### config.mk
export PLATFORM = sky130hd
export DESIGN_NAME = motor_ramp_ctrl
export DESIGN_NICKNAME = d
export VERILOG_FILES = /design/src/rtl/motor_ramp_ctrl.sv
export SDC_FILE = /design/constraint.sdc
export NUM_CORES = 1
export LEC_CHECK = 0
export CORE_ASPECT_RATIO = 0.6
export CORE_UTILIZATION = 40
export DETAILED_ROUTE_END_ITERATION = 6
export PLACE_DENSITY = 0.62
export SLEW_MARGIN = 5
export SYNTH_ARGS = -nofsm -noshare
export SYNTH_HDL_FRONTEND = slang
export SYNTH_SLANG_ARGS = --single-unit
### constraint.sdc
create_clock -name clock -period 4.8 [get_ports clock]
set_input_delay 0.72 -clock clock [delete_from_list [all_inputs] [get_ports clock]]
set_output_delay 0.72 -clock clock [all_outputs]
set_load 0.02 [all_outputs]
### src/rtl/motor_ramp_ctrl.sv
// Slew-rate limiter + command watchdog: signed target -> ramped |speed| and dir for one motor.
// Latency: target registered 1 cycle after cmd_valid; cur moves by STEP on each prescaler tick.
// Backpressure: none; cmd_valid is a fire-and-forget strobe, a newer command simply overwrites tgt.
module motor_ramp_ctrl #(
    parameter int STEP          = 10,
    parameter int TICK_DIV      = 100000,
    parameter int MAX_SPEED     = 400,
    parameter int TIMEOUT_TICKS = 500
) (
    input  logic              clock,
    input  logic              reset,
    input  logic              cmd_valid,
    input  logic signed [9:0] cmd_speed,
    input  logic              cmd_run,
    output logic [9:0]        speed,
    output logic              dir,
    output logic              run_en,
    output logic              at_target,
    output logic              timeout
);

    localparam int PW = (TICK_DIV > 1) ? $clog2(TICK_DIV) : 1;
    localparam int WW = $clog2(TIMEOUT_TICKS + 1);

    localparam logic [PW-1:0]        PS_LAST  = PW'(TICK_DIV - 1);
    localparam logic [WW-1:0]        WD_LAST  = WW'(TIMEOUT_TICKS - 1);
    localparam logic [WW-1:0]        WD_MAX   = WW'(TIMEOUT_TICKS);
    localparam logic signed [10:0]   MAXS     = 11'(MAX_SPEED);
    localparam logic signed [10:0]   NEG_MAXS = -11'(MAX_SPEED);
    localparam logic signed [10:0]   STEPS    = 11'(STEP);

    typedef enum logic [1:0] {
        IDLE = 2'd0,
        RAMP = 2'd1,
        HOLD = 2'd2
    } state_t;

    state_t              state;
    state_t              state_nxt;
    logic [PW-1:0]       prescaler;
    logic                tick;
    logic [WW-1:0]       wd;
    logic                wd_expire;
    logic signed [10:0]  cur;
    logic signed [10:0]  tgt;
    logic signed [10:0]  cur_nxt;
    logic signed [10:0]  tgt_nxt;
    logic                timeout_nxt;
    logic                dir_nxt;
    logic signed [10:0]  cmd_ext;
    logic signed [10:0]  cmd_tgt;
    logic signed [10:0]  cur_up;
    logic signed [10:0]  cur_dn;
    logic signed [10:0]  cur_neg;

    assign tick      = (prescaler == PS_LAST);
    // Expiry is the single tick on which wd would reach the limit; it does not repeat while saturated.
    assign wd_expire = tick && (wd == WD_LAST);

    // Free-running ramp-tick prescaler, wraps at TICK_DIV-1.
    always_ff @(posedge clock or posedge reset) begin
        if (reset) begin
            prescaler <= '0;
        end else if (tick) begin
            prescaler <= '0;
        end else begin
            prescaler <= prescaler + 1'b1;
        end
    end

    // Watchdog: ticks since last command, saturating; a command always restarts it.
    always_ff @(posedge clock or posedge reset) begin
        if (reset) begin
            wd <= '0;
        end else if (cmd_valid) begin
            wd <= '0;
        end else if (tick && (wd != WD_MAX)) begin
            wd <= wd + 1'b1;
        end
    end

    // Clamp the incoming command into +/-MAX_SPEED; a stop command targets zero.
    always_comb begin
        cmd_ext = {cmd_speed[9], cmd_speed};
        cmd_tgt = '0;
        if (cmd_run) begin
            if (cmd_ext > MAXS) begin
                cmd_tgt = MAXS;
            end else if (cmd_ext < NEG_MAXS) begin
                cmd_tgt = NEG_MAXS;
            end else begin
                cmd_tgt = cmd_ext;
            end
        end
    end

    // Next target/timeout: a command beats a simultaneous watchdog expiry.
    always_comb begin
        tgt_nxt     = tgt;
        timeout_nxt = timeout;
        if (cmd_valid) begin
            tgt_nxt     = cmd_tgt;
            timeout_nxt = 1'b0;
        end else if (wd_expire) begin
            tgt_nxt     = '0;
            timeout_nxt = 1'b1;
        end
    end

    // Next cur: one STEP toward the current (old) target per tick, never past it.
    always_comb begin
        cur_up  = cur + STEPS;
        cur_dn  = cur - STEPS;
        cur_nxt = cur;
        if (tick) begin
            if (cur < tgt) begin
                cur_nxt = (cur_up > tgt) ? tgt : cur_up;
            end else if (cur > tgt) begin
                cur_nxt = (cur_dn < tgt) ? tgt : cur_dn;
            end
        end
    end

    // Direction follows the sign of cur and holds across zero.
    always_comb begin
        dir_nxt = dir;
        if (cur_nxt > 11'sd0) begin
            dir_nxt = 1'b1;
        end else if (cur_nxt < 11'sd0) begin
            dir_nxt = 1'b0;
        end
    end

    // Ramp datapath registers.
    always_ff @(posedge clock or posedge reset) begin
        if (reset) begin
            cur     <= '0;
            tgt     <= '0;
            timeout <= 1'b0;
            dir     <= 1'b1;
        end else begin
            cur     <= cur_nxt;
            tgt     <= tgt_nxt;
            timeout <= timeout_nxt;
            dir     <= dir_nxt;
        end
    end

    // State register.
    always_ff @(posedge clock or posedge reset) begin
        if (reset) begin
            state <= IDLE;
        end else begin
            state <= state_nxt;
        end
    end

    // Next state is judged on the values cur/tgt take this edge, so state stays in step with them.
    always_comb begin
        state_nxt = state;
        case (state)
            IDLE: begin
                if ((tgt_nxt != 11'sd0) || (cur_nxt != 11'sd0)) begin
                    state_nxt = RAMP;
                end
            end
            RAMP: begin
                if ((cur_nxt == 11'sd0) && (tgt_nxt == 11'sd0)) begin
                    state_nxt = IDLE;
                end else if (cur_nxt == tgt_nxt) begin
                    state_nxt = HOLD;
                end
            end
            HOLD: begin
                if (tgt_nxt != cur_nxt) begin
                    state_nxt = RAMP;
                end
            end
            default: state_nxt = IDLE;
        endcase
    end

    // Outputs decoded straight from registers.
    always_comb begin
        cur_neg   = -cur;
        speed     = cur[10] ? cur_neg[9:0] : cur[9:0];
        run_en    = (state != IDLE);
        at_target = (cur == tgt);
    end

endmodule

==> results.tsv <==
metric	value	unit
Static Leak	2.262	nW
Min-Delay Startpoint	prescaler[0]	
ys flop type	dfrtp_1	
H-tree depth	2	
CTS Buf Count	5	
Total GRT Usage	26.04	%
fin crit period	4.680	ns
Initial Utilization	41.35	%
Worst Setup Start Kind	flip-flop	
worst-margin pin slew	1.088	ns
Tightest Hold Check Type	reg2reg	
outcome	completed	
largest net degree at the start of global routing	53	
worst path cell trace	nand4_1 > or4_1 > xnor2_1 > ha_1 > a21oi_1 > nand2_1 > a221o_1 > a21oi_2 > mux2_2 > or3_1 > a211oi_1 > nand4_1 > nor2_1 > a21boi_1	
Hold Path Sink	prescaler[0]	
via count	4594	
share of layout cells above drive strength 1	9.760	%
cell row count	30	
Residual DRC	0	
Max Cap Viol	0	
CP Capture Type	flip-flop	
# nets final	634	
Pwr Density	206.7	nW/um^2
drt wl/cell	20.52	um
synthesized net count	603	
top cells by area, synth	dfrtp_1 (27%), ha_1 (9.9%), xnor2_1 (5.4%)	
Final Hold Fails	0	
peak supply drop	154.7	uV
clk root buf	clkbuf_16	
Pre-Repair DR Iteration Count	6	
register bit total from synthesis	52	
most frequent CP cell	nand4_1	
Final period util	97.50	%
# setup viols final	0	
Post-Syn Instances	552	
Placer Congestion	1.042	
die width	141.7	um
clock slew at reported path FFs	0.07	ns
CP Buf/Inv Count	0	
reg-to-reg slack, setup	0.12	ns
diode count	0	
share of the synthesized area in the top cell type	27.23	%
TritonCTS clock tree	built	
Max-slew headroom	27.36	%
clk_lat worst skew	0.30	ns
Reg2Reg Depth	14	
required time of the worst setup path	5.02	ns
CP peak stage delay	0.67	ns
1st-iter DRT viols	553	
worst-path fanout max	12	
first-pass GRT wire length	23940	um
slowest CP cell	dfrtp_1	
vias in the first global route	4276	
Cell Area, Synth	4687	sq um
Post-synth EDFFs	0	
CP Class	reg2reg	
sequential area share after synthesis	27.79	%
Synth async-reset ratio	100.0	%
initial antenna violation count	0	
count of non-filler cells in the finished layout	744	
Distinct cells, synth	82	
Area Growth Syn to Fin	13.99	%
post-DP HPWL	12050	um
number of vias per cell	6.175	
Remaining Overflow, GRT	0	
io pins	28	
setup tns final	0	ns
Reg2Reg Launch Point	cur[6]	
CORE AREA	11340	sq um
Die Area	12170	sq um
ANT nets after route	0	
r2r endpoint	state[1]	
count of pins over their slew limit	0	
Placed Instances	735	
final core occ	47.13	%
Synthesis Warnings	0	
Fmax achieved	213.7	MHz
Arrival @ worst endpoint	4.90	ns
crit path launch	cur[6]	
WP depth	14	
Die Y	85.85	um
clk_skew	0.006338	ns
Hold Crit Depth	1	
delay-heaviest family, CP	simple AND/OR/NAND/NOR gates	
Post-Route WL	15270	um
Avg Cell Area, Syn	8.491	sq um
Buffers on Ports	27	
clock sink count	52	
biggest area consumer among synthesized cells	dfrtp_1	
Max Buffers Root-to-Sink	2	
Fill cells	1118	
## sequential cells by signal (all words and copies together), names as in the netlist
| signal | flops |
|---|---|
| tgt | 11 |
| timeout | 1 |
| state | 2 |
| wd | 9 |
| prescaler | 17 |
| cur | 11 |
| dir | 1 |
## power by group
part           internal, W  total (W)  leakage (nW)  switching, W
clock             0.000195   0.000367        0.0702      0.000173
sequential        0.000449   0.000463         0.693     0.0000137
combinational    0.0000968   0.000274          1.50      0.000177
## logic make-up after synthesis
kind of cell	count (synthesis)	share of synthesized area, %
simple gates	205	24.35
compound gates	146	22.10
buf+inv	57	5.152
xor+xnor	45	8.409
flops	52	27.79
fa+ha+maj	37	9.877
mux	10	2.322
## worst reg2reg max path: cells and delay by family (launching register included)
family | cells | cell delay (ns)
flops | 1 | 0.67
simple gates | 6 | 1.76
compound gates | 5 | 1.22
mux | 1 | 0.39
fa+ha+maj | 1 | 0.39
xor+xnor | 1 | 0.19
## repair_timing
item	in CTS	in global routing
hold buffers	0	0
setup endpoints to repair	0	3
setup buffers	0	1
gates resized for setup	0	6
## final cells by class
class / count / area, sq um / area share, %
well taps: 160 / 200.2 / 3.747
clock buffers: 5 / 125.1 / 2.342
clock inverters: 3 / 21.27 / 0.3981
multi-input cells: 443 / 3163 / 59.20
flip-flops and latches: 52 / 1304 / 24.40
inverters: 39 / 146.4 / 2.740
repair buffers: 42 / 382.9 / 7.166
## synthesized netlist by cell type (4+ instances only)
cell type	instances
dfrtp_1	51
ha_1	37
buf_4	4
nand3_1	20
nor2_1	44
xnor2_1	29
a211oi_1	8
o211ai_1	7
and3_1	8
a2bb2oi_1	4
a21o_1	5
xor2_1	16
or4_1	5
buf_1	4
mux2i_1	6
o2111ai_1	4
o21ai_0	26
nor3_1	13
or3_1	8
nor2b_1	5
nor4_1	10
a21oi_1	35
clkbuf_1	5
nand4_1	17
nand2_1	42
nand2b_1	6
inv_1	38
## routing by layer
metal	share of wire [%]	GRT usage, %
met1	48	39.72
met2	38	35.20
met3	11	7.984
met4	2.1	5.376
met5	0	0
## cell usage in the layout (no fill, tap or decap), types with 4 or more instances in the layout
| cell | netlist | routed |
|---|---|---|
| dfrtp_1 | 51 | 50 |
| nor2_1 | 44 | 44 |
| nand2_1 | 42 | 42 |
| inv_1 | 38 | 37 |
| ha_1 | 37 | 37 |
| a21oi_1 | 35 | 35 |
| xnor2_1 | 29 | 29 |
| clkdlybuf4s50_1 | 0 | 27 |
| o21ai_0 | 26 | 25 |
| nand3_1 | 20 | 20 |
| nand4_1 | 17 | 17 |
| xor2_1 | 16 | 16 |
| buf_4 | 4 | 15 |
| nor3_1 | 13 | 13 |
| nor4_1 | 10 | 10 |
| or3_1 | 8 | 8 |
| and3_1 | 8 | 8 |
| a211oi_1 | 8 | 7 |
| o211ai_1 | 7 | 7 |
| mux2i_1 | 6 | 6 |
| nand2b_1 | 6 | 6 |
| or4_1 | 5 | 5 |
| a21o_1 | 5 | 5 |
| clkbuf_16 | 0 | 5 |
| o2111ai_1 | 4 | 4 |
| a2bb2oi_1 | 4 | 4 |
| o21ai_1 | 3 | 4 |
| nor2b_1 | 5 | 4 |
## how the worst max path moves through the flow
stage	endpoint	slack, ns
after detailed placement	state[1]	0.14
after global placement	state[0]	0.25
final	state[1]	0.12
after global routing	state[1]	-0.008
after CTS	state[1]	0.11
after floorplan	state[0]	0.86
## metrics by stage
stage               worst slack (ns)  hold WS, ns  cell area (sq um)   power, W
floorplan                     0.8599       0.4549               4687  0.0006468
global placement              0.2467       0.4776               5167  0.0007342
detailed placement            0.1425       0.4843               5167  0.0007330
CTS                           0.1073       0.4946               5314   0.001100
global route               -0.007605       0.5050               5343   0.001154
finish                        0.1202       0.4982               5343   0.001104
Power figures use the tool's default switching activity.
